[src/rtl/alu_slice_sequencer.sv]
`default_nettype none
// ============================================================================
// Module   : alu_slice_sequencer
// Purpose  : Feeds W = N*SLICES-bit operands to an N-bit ALU, least-significant
//            slice first, chaining carry/borrow and assembling the W-bit result.
//            Optional zero flag output enabled by macro ALU_SEQ_ZFLAG_EN.
// Revision : 1.0 - initial release
// ============================================================================
module alu_slice_sequencer #(
  parameter int N      = 4,
  parameter int SLICES = 4
) (
  input  logic                clk,
  input  logic                rst,
  input  logic                start,
  input  logic [N*SLICES-1:0] a_in,
  input  logic [N*SLICES-1:0] b_in,
  input  logic [2:0]          mode_in,
  input  logic                cin_in,
  output logic                busy,
  output logic                done,
  output logic [N*SLICES-1:0] result_out,
  output logic                cout_out,
`ifdef ALU_SEQ_ZFLAG_EN
  output logic                zero_out,
`endif
  output logic [N-1:0]        alu_a,
  output logic [N-1:0]        alu_b,
  output logic                alu_cb_in,
  output logic [2:0]          alu_mode,
  input  logic [N-1:0]        alu_result,
  input  logic                alu_cb_out
);

  localparam int W  = N * SLICES;
  localparam int CW = (SLICES > 1) ? $clog2(SLICES) : 1;

  localparam logic [1:0]    c_idle = 2'd0;
  localparam logic [1:0]    c_run  = 2'd1;
  localparam logic [1:0]    c_done = 2'd2;
  localparam logic [CW-1:0] c_last = CW'(SLICES - 1);

  logic [1:0]    r_state;
  logic [W-1:0]  r_a_sh;
  logic [W-1:0]  r_b_sh;
  // Only the upper W-N bits of the assembled result need to be remembered;
  // the newest slice arrives combinationally from the ALU.
  logic [W-N-1:0] r_acc;
  logic [2:0]    r_mode;
  logic          r_carry;
  logic [CW-1:0] r_cnt;
  logic [W-1:0]  r_result;
  logic          r_cout;
  logic [W-1:0]  w_acc_next;
  logic          w_run;

`ifdef ALU_SEQ_ZFLAG_EN
  logic r_nonzero;
  logic r_zero;
`endif

  assign w_run      = (r_state == c_run);
  assign w_acc_next = {alu_result, r_acc};

  always_ff @(posedge clk or posedge rst) begin
    if (rst) begin
      r_state   <= c_idle;
      r_a_sh    <= '0;
      r_b_sh    <= '0;
      r_acc     <= '0;
      r_mode    <= '0;
      r_carry   <= 1'b0;
      r_cnt     <= '0;
      r_result  <= '0;
      r_cout    <= 1'b0;
`ifdef ALU_SEQ_ZFLAG_EN
      r_nonzero <= 1'b0;
      r_zero    <= 1'b0;
`endif
    end else begin
      case (r_state)
        c_idle: begin
          if (start) begin
            r_a_sh    <= a_in;
            r_b_sh    <= b_in;
            r_mode    <= mode_in;
            r_carry   <= cin_in;
            r_cnt     <= '0;
`ifdef ALU_SEQ_ZFLAG_EN
            r_nonzero <= 1'b0;
`endif
            r_state   <= c_run;
          end
        end
        c_run: begin
          r_acc     <= w_acc_next[W-1:N];
          r_carry   <= alu_cb_out;
          r_a_sh    <= r_a_sh >> N;
          r_b_sh    <= r_b_sh >> N;
          r_cnt     <= r_cnt + 1'b1;
`ifdef ALU_SEQ_ZFLAG_EN
          r_nonzero <= r_nonzero | (|alu_result);
`endif
          if (r_cnt == c_last) begin
            r_result <= w_acc_next;
            r_cout   <= alu_cb_out;
`ifdef ALU_SEQ_ZFLAG_EN
            r_zero   <= ~(r_nonzero | (|alu_result));
`endif
            r_state  <= c_done;
          end
        end
        c_done:  r_state <= c_idle;
        default: r_state <= c_idle;
      endcase
    end
  end

  assign busy       = w_run;
  assign done       = (r_state == c_done);
  assign result_out = r_result;
  assign cout_out   = r_cout;
`ifdef ALU_SEQ_ZFLAG_EN
  assign zero_out   = r_zero;
`endif

  // ALU drive is forced quiet outside RUN.
  assign alu_a     = w_run ? r_a_sh[N-1:0] : '0;
  assign alu_b     = w_run ? r_b_sh[N-1:0] : '0;
  assign alu_cb_in = w_run ? r_carry : 1'b0;
  assign alu_mode  = w_run ? r_mode : 3'b000;

endmodule
`default_nettype wire

[config.mk]
export PLATFORM = sky130hd
export DESIGN_NAME = alu_slice_sequencer
export DESIGN_NICKNAME = d
export VERILOG_FILES = /design/src/rtl/alu_slice_sequencer.sv
export SDC_FILE = /design/constraint.sdc
export NUM_CORES = 1
export LEC_CHECK = 0
export ABC_AREA = 1
export BUFFER_PORTS_ARGS = -buffer_cell sky130_fd_sc_hd__buf_2
export CELL_PAD_IN_SITES_DETAIL_PLACEMENT = 1
export CELL_PAD_IN_SITES_GLOBAL_PLACEMENT = 1
export CORE_MARGIN = 2
export CORE_UTILIZATION = 42
export DETAILED_ROUTE_END_ITERATION = 6
export PLACE_DENSITY_LB_ADDON = 0.2
export SYNTH_ARGS = -nofsm -noshare
export SYNTH_HDL_FRONTEND = slang
export SYNTH_SLANG_ARGS = --single-unit
[constraint.sdc]
create_clock -name clk -period 5.15 [get_ports clk]
set_input_delay 1.03 -clock clk [delete_from_list [all_inputs] [get_ports clk]]
set_output_delay 1.03 -clock clk [all_outputs]
set_load 0.1 [all_outputs]
==> Flow_metrics.wiki, run 1 <==
{| class="wikitable"
! Metric !! Value
|-
| Outcome || finished clean
|-
| Drt drc || 0
|-
| Synthesized netlist cell count || 406
|-
| Deepest clock path buffer count || 2
|-
| First-pass GRT wire length || 13400 µm
|-
| Achievable Freq || 298 MHz
|-
| Area growth from synthesis to layout || 16.9%
|-
| Nets || 514
|-
| Synthesized cell area || 3260 µm²
|-
| Largest net degree at the start of global routing || 90
|-
| Cell type with the highest aggregate area in the netlist || sky130_fd_sc_hd__dfrtp_1
|-
| Routed wire length || 7800 µm
|-
| Hold crit path type || flop to flop
|-
| TritonCTS clock tree || yes
|-
| Antenna Nets Post-Route || 0
|-
| Area after DPL || 3620 µm²
|-
| Post-route cell area || 3820 µm²
|-
| Clock Root Buffer || sky130_fd_sc_hd__clkbuf_8
|-
| Count of yosys warnings during synthesis || 0
|-
| Fraction of layout instances using a drive strength above 1 || 22.2%
|-
| Critical path class || flop to output port
|-
| Element type at the critical path end || output port
|-
| Average via count per standard cell || 4.80
|-
| Average cell area after synthesis || 8.04 µm²
|-
| Max-cap violation count || 0
|-
| Total number of vias || 2759
|-
| Setup clock skew after layout || 13.0 ps
|-
| Final setup fails || 0
|-
| Number of rows in the core area || 32
|-
| Cells taking the most area after synthesis || sky130_fd_sc_hd__dfrtp_1 (53%), sky130_fd_sc_hd__nand3_1 (12%), sky130_fd_sc_hd__nand2_1 (11%)
|-
| Cts hold-fix bufs || 0
|-
| Shortest period the worst path allows || 3350 ps
|-
| First drt pass iteration count || 4
|-
| Quantity of I/O buffers inserted on ports || 74
|-
| 1st-iter DRT viols || 129
|-
| Final setup TNS || 0 ps
|-
| Number of buffers created by CTS || 9
|-
| Detailed-placement wirelength estimate || 4900 µm
|-
| Worst Path Arrival || 2320 ps
|-
| Total track usage || 20.0%
|-
| Endpoint required time on the critical path || 4120 ps
|-
| Final count of hold timing violations || 0
|-
| Commonest cells after routing, fill and taps aside || sky130_fd_sc_hd__nand2_1 (100), sky130_fd_sc_hd__nand3_1 (76), sky130_fd_sc_hd__inv_1 (75), sky130_fd_sc_hd__buf_2 (74), sky130_fd_sc_hd__dfrtp_1 (69)
|-
| IO Pins || 75
|-
| Diodes inserted || 0
|-
| CP peak stage delay || 500 ps
|-
| Number of antenna violations at the first check in global routing || 0
|-
| Clock insertion delay at the later pin of the skew report || 350 ps
|-
| Die Y-Extent || 92.2 µm
|-
| Total count of max-transition violations in the final report || 0
|-
| Gates resized, CTS repair || 0
|-
| Commonest non-fill, non-tap cell in the layout || sky130_fd_sc_hd__nand2_1
|-
| Buffers inserted during post-CTS setup optimization || 0
|-
| Level count of the clock H-tree || 3
|-
| Number of flip-flops and latches in the synthesized netlist || 69
|-
| Chain of cells forming the critical path || inv_4, nand2_4, nor2_1, buf_2
|-
| Std-Cell Core Area || 7650 µm²
|-
| Synthesized Nets || 451
|-
| CTS sink count || 69
|-
| Via count of the first global-routing pass || 2900
|-
| DIE WIDTH || 92.2 µm
|-
| Worst-path maximum fanout || 89
|-
| Area of the die || 8490 µm²
|-
| Critical Path Source Type || flop
|-
| Routability-driven placement congestion ratio || 0.738
|-
| Area share of the largest cell type after synthesis || 52.9%
|-
| Max stage delay cell, worst path || sky130_fd_sc_hd__nand2_4
|-
| Final hold slack || 479 ps
|-
| Starting utilization of the core area || 42.7%
|-
| Total overflow reported by the global router || 0
|-
| Clk pin slew, worst setup/hold paths || 80 ps
|-
| Slew of the pin with the lowest slew margin || 884 ps
|-
| Final period util || 65.1%
|-
| Part of the Yosys area used for sequential elements || 52.9%
|-
| WL per Instance || 13.6 µm
|-
| Setup repair after global routing missed its margin || false
|-
| Relative slew slack || 41.1%
|-
| Post-synth cell types || 21
|}
==> worst max-delay path, delay by kind of cell, from the launching register on <==
family / cells / cell delay, ps
AND/OR/NAND/NOR: 2 / 740
buffers and inverters: 2 / 710
flip-flops: 1 / 440
==> final timing paths <==
path | startpoint | endpoint | slack [ps] | cells past startpoint
worst min register to register | r_acc[0]$_DFFE_PP0N_ | result_out[0]$_DFFE_PP0P_ | 480 | 2
max in group asynchronous | rst | r_b_sh[4]$_DFFE_PP0P_ | 3400 | 3
min in group asynchronous | rst | r_state[1]$_DFFE_PP0P_ | 760 | 2
worst min-delay path | r_acc[0]$_DFFE_PP0N_ | result_out[0]$_DFFE_PP0P_ | 480 | 2
worst max-delay path | r_state[1]$_DFFE_PP0P_ | alu_mode[2] | 1800 | 4
worst max register to register | r_state[1]$_DFFE_PP0P_ | r_b_sh[9]$_DFFE_PP0P_ | 3020 | 5
==> registers in the layout, summed over array words and instances, names as in the netlist <==
signal and flops:
r_acc 12, cout_out 1, r_cnt 2, r_b_sh 16
r_mode 3, result_out 16, r_a_sh 16, r_carry 1
r_state 2
==> metal layers <==
layer	global-route usage [%]	share of wire (%)
met5	0	0
met2	33.7	49
met4	8.33	1.5
met3	4.52	4.5
met1	24.7	45
==> synth_stat cells <==
library cell	number
sky130_fd_sc_hd__nand2_1	100
sky130_fd_sc_hd__inv_1	76
sky130_fd_sc_hd__nand3_1	76
sky130_fd_sc_hd__dfrtp_1	69
sky130_fd_sc_hd__o21ai_0	19
sky130_fd_sc_hd__nor2_1	14
sky130_fd_sc_hd__o21ai_1	13
sky130_fd_sc_hd__buf_2	10
sky130_fd_sc_hd__buf_4	7
sky130_fd_sc_hd__buf_6	4
sky130_fd_sc_hd__o21ai_2	4
sky130_fd_sc_hd__clkbuf_1	3
sky130_fd_sc_hd__nand2_2	2
sky130_fd_sc_hd__nand2_4	2
sky130_fd_sc_hd__a21oi_2	1
sky130_fd_sc_hd__ha_1	1
sky130_fd_sc_hd__inv_2	1
sky130_fd_sc_hd__inv_4	1
sky130_fd_sc_hd__nor2_2	1
sky130_fd_sc_hd__nor2_4	1
sky130_fd_sc_hd__o22ai_1	1
==> cell type report <==
type	count	area, µm²
Clock buffer	10	138
Clock inverter	5	60.1
Fill cell	967	3830
Inverter	78	295
Multi-Input combinational cell	235	1080
Sequential cell	69	1730
Tap cell	102	128
Timing Repair Buffer	76	385
==> stage by stage <==
stage | util (%) | cells | worst slack, ps
6_report | 49.9 | 575 | 1800
5_1_grt | 49.9 | 575 | 1540
4_1_cts | 49.9 | 575 | 1760
3_5_place_dp | 47.3 | 560 | 2160
3_3_place_gp | 47.3 | 560 | 2220
2_1_floorplan | - | 406 | 1930
==> kinds of logic (layout without fill, tap and decap cells) <==
kind of cell | Yosys count | in the layout | share of synthesized area, %
simple gates | 196 | 196 | 26.4
buf+inv | 102 | 169 | 13.9
flops | 69 | 69 | 52.9
compound gates | 38 | 38 | 6.44
fa+ha+maj | 1 | 1 | 0.383
Power of run 1 is left out: the tool's default activity adds up to more than one toggle a clock period on the data nets, which glitch-free logic cannot reach.
==> run 2: changes to the inputs <==
--- a/config.mk
+++ b/config.mk
@@ -5,12 +5,12 @@
 export SDC_FILE = /design/constraint.sdc
 export NUM_CORES = 1
 export LEC_CHECK = 0
-export ABC_AREA = 1
+export ABC_AREA = 0
 export BUFFER_PORTS_ARGS = -buffer_cell sky130_fd_sc_hd__buf_2
 export CELL_PAD_IN_SITES_DETAIL_PLACEMENT = 1
 export CELL_PAD_IN_SITES_GLOBAL_PLACEMENT = 1
 export CORE_MARGIN = 2
-export CORE_UTILIZATION = 42
+export CORE_UTILIZATION = 40
 export DETAILED_ROUTE_END_ITERATION = 6
 export PLACE_DENSITY_LB_ADDON = 0.2
 export SYNTH_ARGS = -nofsm -noshare
==> constraint.sdc (replaced) <==
create_clock -name clk -period 3.2 [get_ports clk]
set_input_delay 0.64 -clock clk [delete_from_list [all_inputs] [get_ports clk]]
set_output_delay 0.64 -clock clk [all_outputs]
set_load 0.1 [all_outputs]
==> run 2 against run 1 <==
  * Count of clock-buffer cells in the layout down 1
  * Clock skew down 7.0 ps
  * Global-route usage down 0.36 points
  * Core utilization up 2.3 points
  * Synthesized area down 8.6%
  * Sequential cell count unchanged
  * Non-clock buffer count up 3
  * First-iteration DRC count down 42%
  * Wire length down 5.3%
==> Flow_metrics.wiki, run 2 <==
{| class="wikitable"
! Metric !! Value
|-
| Main combinational cell family by area after synthesis || simple AND/OR/NAND/NOR gates
|-
| Final count of hold timing violations || 0
|-
| Commonest cells after routing, fill and taps aside || sky130_fd_sc_hd__dfrtp_1 (68), sky130_fd_sc_hd__nor3_1 (63), sky130_fd_sc_hd__buf_2 (61), sky130_fd_sc_hd__nand2_1 (42), sky130_fd_sc_hd__o22ai_1 (25)
|-
| Via count of the first global-routing pass || 2537
|-
| Slew of the pin with the lowest slew margin || 876 ps
|-
| Number of buffers created by CTS || 9
|-
| Setup clock skew after layout || 6.05 ps
|-
| Setup repair after global routing missed its margin || false
|-
| Cell type with the highest aggregate area in the netlist || sky130_fd_sc_hd__dfrtp_1
|-
| Final setup fails || 0
|-
| Most numerous cell types in the synthesized netlist || sky130_fd_sc_hd__dfrtp_1 (69), sky130_fd_sc_hd__nor3_1 (63), sky130_fd_sc_hd__nand2_1 (42)
|-
| Element type at the critical path end || output port
|-
| Synthesized netlist cell count || 293
|-
| Starting utilization of the core area || 41.1%
|-
| Number of flip-flops and latches in the synthesized netlist || 69
|-
| Average cell area after synthesis || 10.2 µm²
|-
| Outcome || finished clean
|-
| Part of the Yosys area used for sequential elements || 57.9%
|-
| First-pass GRT wire length || 12900 µm
|-
| Area share of the largest cell type after synthesis || 57.9%
|-
| Post-synth cell types || 24
|-
| Worst Path Arrival || 1910 ps
|-
| First drt pass iteration count || 4
|-
| Critical Path Source Type || flop
|-
| Placement Setup Slack || 994 ps
|-
| Nets || 406
|-
| Synthesized Nets || 338
|-
| Hold crit path type || flop to flop
|-
| Die Y-Extent || 90.4 µm
|-
| Total number of vias || 2437
|-
| Fraction of registers with async set/reset || 100%
|-
| Total count of max-transition violations in the final report || 0
|-
| Final hold slack || 469 ps
|-
| Max-cap violation count || 0
|-
| Cts hold-fix bufs || 0
|-
| Gates resized, CTS repair || 0
|-
| Detailed-placement wirelength estimate || 4760 µm
|-
| Endpoint required time on the critical path || 2560 ps
|-
| Critical path class || flop to output port
|-
| IO Pins || 75
|-
| Deepest clock path buffer count || 2
|-
| Clock insertion delay at the later pin of the skew report || 340 ps
|-
| Portion of netlist area occupied by mux cells || 7.55%
|-
| Number of antenna violations at the first check in global routing || 0
|-
| WL per Instance || 15.9 µm
|-
| Diodes inserted || 0
|-
| Cell count of the worst hold path || 2
|-
| Count of yosys warnings during synthesis || 0
|-
| Commonest non-fill, non-tap cell in the layout || sky130_fd_sc_hd__dfrtp_1
|-
| DIE WIDTH || 90.4 µm
|-
| CTS sink count || 69
|-
| FF-to-FF path depth || 4
|-
| Fraction of layout instances using a drive strength above 1 || 29.8%
|-
| Cells taking the most area after synthesis || sky130_fd_sc_hd__dfrtp_1 (58%), sky130_fd_sc_hd__nor3_1 (11%), sky130_fd_sc_hd__nand2_1 (5.3%)
|-
| Clock Root Buffer || sky130_fd_sc_hd__clkbuf_8
|-
| Drt drc || 0
|-
| Fraction of the mapped netlist area in compound gates || 9.77%
|-
| Most frequently used cell type in the post-synthesis netlist || sky130_fd_sc_hd__dfrtp_1
|-
| Xor/xnor cell area share of the yosys netlist || 0%
|-
| Level count of the clock H-tree || 3
|-
| Routed wire length || 7390 µm
|-
| Area share of fa/ha/maj cells after synthesis || 0.419%
|-
| Largest net degree at the start of global routing || 70
|-
| TritonCTS clock tree || yes
|-
| Number of rows in the core area || 31
|-
| Achievable Freq || 392 MHz
|-
| Shortest period the worst path allows || 2550 ps
|-
| Clk pin slew, worst setup/hold paths || 70 ps
|-
| Relative slew slack || 41.6%
|-
| Post-synthesis share of cell area spent on and, or, nand and nor gates || 20.8%
|-
| Buffers inserted during post-CTS setup optimization || 0
|-
| Synthesized cell area || 2980 µm²
|-
| Worst-path maximum fanout || 27
|-
| Final period util || 79.6%
|-
| 1st-iter DRT viols || 75
|-
| Leading register cell type out of synthesis || sky130_fd_sc_hd__dfrtp_1
|-
| Number of enable-type register cells in the synthesized netlist || 0
|-
| Total track usage || 19.6%
|-
| Std-Cell Core Area || 7250 µm²
|-
| Quantity of I/O buffers inserted on ports || 74
|-
| Antenna Nets Post-Route || 0
|-
| Routability-driven placement congestion ratio || 0.750
|-
| Area of the die || 8160 µm²
|-
| Area growth from synthesis to layout || 26.9%
|-
| Total overflow reported by the global router || 0
|-
| Average via count per standard cell || 5.24
|-
| Final worst slack || 651 ps
|-
| Final setup TNS || 0 ps
|}
[run 2: cell count changes after synthesis, moves of 8 or more]
cell | previous run | this run
sky130_fd_sc_hd__o22ai_1 | 1 | 25
sky130_fd_sc_hd__nor3_1 | 0 | 63
sky130_fd_sc_hd__o21ai_1 | 13 | 0
sky130_fd_sc_hd__clkbuf_1 | 3 | 11
sky130_fd_sc_hd__inv_1 | 76 | 2
sky130_fd_sc_hd__nand3_1 | 76 | 0
sky130_fd_sc_hd__mux2_2 | 0 | 8
sky130_fd_sc_hd__and2_1 | 0 | 12
sky130_fd_sc_hd__mux2_1 | 0 | 12
sky130_fd_sc_hd__nor2_1 | 14 | 6
sky130_fd_sc_hd__nand2_1 | 100 | 42
[run 2: cells by family after synthesis]
kind of cell | after synthesis
DFF | 69
AOI/OAI and AO/OA | 46
adders and majority gates | 1
muxes | 20
and+or+nand+nor | 131
buffers and inverters | 26
[run 2: routing by layer]
metal | part of all wire, % | global-route usage, % | up-vias | routed length [µm]
met3 | 3.9 | 4.34 | 6 | 291
met2 | 48 | 31.4 | 52 | 3580
met1 | 47 | 26.4 | 1205 | 3440
li1 | - | - | 1174 | -
met4 | 1.2 | 6.92 | 0 | 85
met5 | 0 | 0 | - | 0
[run 2: path summary, 6_finish.rpt]
kind	slack (ps)	endpoint	from
min reg2reg	470	r_acc[1]$_DFFE_PP0N_	r_acc[1]$_DFFE_PP0N_
max reg2reg	1130	result_out[5]$_DFFE_PP0P_	r_state[1]$_DFFE_PP0P_
min	470	r_acc[1]$_DFFE_PP0N_	r_acc[1]$_DFFE_PP0N_
max in group asynchronous	2030	r_state[0]$_DFFE_PP0P_	rst
min in group asynchronous	550	r_acc[8]$_DFFE_PP0N_	rst
max	650	alu_mode[0]	r_state[1]$_DFFE_PP0P_
[run 2: layout make-up]
type	count	area, µm²
Sequential cell	69	1730
Tap cell	99	124
Clock buffer	9	124
Fill cell	839	3470
Multi-Input combinational cell	198	1150
Timing Repair Buffer	79	603
Inverter	4	15.0
Clock inverter	7	42.5
[run 2: metrics by stage]
| stage | area (µm²) | util (%) | instances |
|---|---|---|---|
| global placement | 3620 | 49.9 | 449 |
| CTS | 3790 | 52.2 | 465 |
| detailed placement | 3620 | 49.9 | 449 |
| floorplan | 2980 | - | 293 |
| finish | 3790 | 52.2 | 465 |
| global route | 3790 | 52.2 | 465 |
[run 2: worst max-delay path, stage by stage, from the launching register on]
cell	delay (ps)
sky130_fd_sc_hd__dfrtp_1	490
sky130_fd_sc_hd__nand2b_1	220
sky130_fd_sc_hd__inv_2	400
sky130_fd_sc_hd__and2_1	260
sky130_fd_sc_hd__buf_12	190
Power of run 2 is left out for the same reason.
==> run 3: changes to the inputs <==
--- a/config.mk
+++ b/config.mk
@@ -10,7 +10,7 @@
 export CELL_PAD_IN_SITES_DETAIL_PLACEMENT = 1
 export CELL_PAD_IN_SITES_GLOBAL_PLACEMENT = 1
 export CORE_MARGIN = 2
-export CORE_UTILIZATION = 40
+export CORE_UTILIZATION = 36
 export DETAILED_ROUTE_END_ITERATION = 6
 export PLACE_DENSITY_LB_ADDON = 0.2
 export SYNTH_ARGS = -nofsm -noshare
==> constraint.sdc (replaced) <==
create_clock -name clk -period 2.1 [get_ports clk]
set_input_delay 0.42 -clock clk [delete_from_list [all_inputs] [get_ports clk]]
set_output_delay 0.42 -clock clk [all_outputs]
set_load 0.1 [all_outputs]
==> run 3 against run 2 <==
  * Die area up 11%
  * Critical path depth is the same
  * Count of clock-buffer cells in the layout stayed put
  * Critical path type unchanged
  * Critical endpoint is now alu_a[2]
==> Flow_metrics.wiki, run 3 (same netlist as run 2, synthesis figures left out) <==
{| class="wikitable"
! Metric !! Value
|-
| Detailed-placement wirelength estimate || 5120 µm
|-
| Worst-path maximum fanout || 22
|-
| Routed wire length || 7540 µm
|-
| Chain of cells forming the critical path || nand2b_1, inv_4, and2_1, buf_12
|-
| Element type at the critical path end || output port
|-
| 1st-iter DRT viols || 76
|-
| Slew of the pin with the lowest slew margin || 563 ps
|-
| Average via count per standard cell || 5.15
|-
| Hold crit path type || primary input to flop
|-
| Shortest period the worst path allows || 1980 ps
|-
| Achievable Freq || 506 MHz
|-
| Crit-path leading delay family || simple AND/OR/NAND/NOR gates
|-
| Final period util || 94.1%
|-
| Endpoint required time on the critical path || 1680 ps
|-
| Post-route cell area || 3920 µm²
|-
| Total track usage || 18.5%
|-
| Placement Setup Slack || 295 ps
|-
| DIE WIDTH || 95.0 µm
|-
| Area of the die || 9030 µm²
|-
| Final worst slack || 124 ps
|-
| Number of antenna violations at the first check in global routing || 0
|-
| Die Y-Extent || 95.0 µm
|-
| Setup clock skew after layout || 7.91 ps
|-
| Number of buffers created by CTS || 9
|-
| Std-Cell Core Area || 8130 µm²
|-
| Number of rows in the core area || 33
|-
| WL per Instance || 15.8 µm
|-
| Total number of vias || 2452
|-
| Commonest non-fill, non-tap cell in the layout || sky130_fd_sc_hd__dfrtp_1
|-
| Clock insertion delay at the later pin of the skew report || 350 ps
|-
| Commonest cells after routing, fill and taps aside || sky130_fd_sc_hd__dfrtp_1 (68), sky130_fd_sc_hd__nor3_1 (63), sky130_fd_sc_hd__buf_2 (60), sky130_fd_sc_hd__nand2_1 (42), sky130_fd_sc_hd__o22ai_1 (25)
|-
| Max-cap violation count || 0
|-
| Largest net degree at the start of global routing || 58
|-
| First drt pass iteration count || 4
|-
| Clk pin slew, worst setup/hold paths || 80 ps
|-
| Final setup fails || 0
|-
| Critical path class || flop to output port
|-
| Final hold slack || 283 ps
|-
| CP peak stage delay || 380 ps
|-
| Starting utilization of the core area || 36.7%
|-
| Area growth from synthesis to layout || 31.3%
|-
| Fraction of layout instances using a drive strength above 1 || 30.7%
|-
| Clock Root Buffer || sky130_fd_sc_hd__clkbuf_8
|-
| Max stage delay cell, worst path || sky130_fd_sc_hd__dfrtp_1
|-
| CTS sink count || 69
|-
| Worst path bufs/invs || 2
|-
| Setup repair after global routing missed its margin || false
|-
| Outcome || finished clean
|-
| Worst Path Arrival || 1560 ps
|-
| Nets || 411
|-
| Area after DPL || 3690 µm²
|-
| Total overflow reported by the global router || 0
|-
| Routability-driven placement congestion ratio || 0.753
|-
| Drt drc || 0
|-
| Level count of the clock H-tree || 3
|-
| IO Pins || 75
|-
| First-pass GRT wire length || 12800 µm
|-
| Antenna Nets Post-Route || 0
|-
| TritonCTS clock tree || yes
|-
| Final count of hold timing violations || 0
|-
| Diodes inserted || 0
|-
| Total count of max-transition violations in the final report || 0
|-
| Critical Path Source Type || flop
|-
| Relative slew slack || 62.5%
|-
| Quantity of I/O buffers inserted on ports || 74
|-
| Fill cell instance count of the final layout || 932
|-
| Via count of the first global-routing pass || 2568
|-
| Deepest clock path buffer count || 2
|}
-- run 3: cell types whose count changed in the layout (fill, tap and decap cells not counted), sizes merged --
cell,before,now
buf,79,83
bufinv,0,2
clkinv,5,4
dlygate4sd3,0,1
inv,3,2
-- run 3: worst register-to-register path, cell delays in order, from the launching register on --
cell	delay (ps)
sky130_fd_sc_hd__dfrtp_1	380
sky130_fd_sc_hd__nand2b_1	190
sky130_fd_sc_hd__inv_4	210
sky130_fd_sc_hd__nand2_2	320
sky130_fd_sc_hd__mux2_1	430
-- run 3: what timing repair did --
action                                  4_1_cts  5_1_grt
endpoints found under the setup margin        3        0
resized for setup                             1        0
hold buffers                                  1        0
buffers inserted                              0        0
endpoints found under the hold margin         5        0
-- run 3: path summary, 6_finish.rpt --
kind	start	end	slack, ps	cells after the start
max in group asynchronous	rst	r_state[0]$_DFFE_PP0P_	1010	4
min	alu_result[2]	r_acc[10]$_DFFE_PP0N_	280	3
min in group asynchronous	rst	r_mode[0]$_DFFE_PP0P_	520	3
max reg2reg	r_state[1]$_DFFE_PP0P_	result_out[1]$_DFFE_PP0P_	450	4
min reg2reg	r_acc[1]$_DFFE_PP0N_	r_acc[1]$_DFFE_PP0N_	480	2
max	r_state[1]$_DFFE_PP0P_	alu_a[2]	120	4
-- run 3: per-layer routing --
layer	up-vias	share of wire (%)	track usage (%)
li1	1177	-	-
met1	1214	47	24.8
met2	49	48	29.7
met3	12	3.2	3.56
met4	0	1.8	7.25
met5	-	0	0
-- run 3: stage by stage --
stage / util (%) / setup TNS (ps) / std cells
2_1_floorplan: - / -2.58 / 293
3_3_place_gp: 45.4 / 0 / 459
3_5_place_dp: 45.4 / 0 / 459
4_1_cts: 48.2 / 0 / 476
5_1_grt: 48.2 / 0 / 476
6_report: 48.2 / 0 / 476
-- run 3: final cells by class --
type                            instances  area, µm²  share of cell area (%)
Inverter                                4       21.3                   0.543
Tap cell                              105        131                    3.35
Timing Repair Buffer                   84        671                    17.1
Clock inverter                          7       90.1                    2.30
Clock buffer                            9        124                    3.16
Sequential cell                        69       1730                    44.1
Multi-Input combinational cell        198       1150                    29.4
Power of run 3 is left out for the same reason.
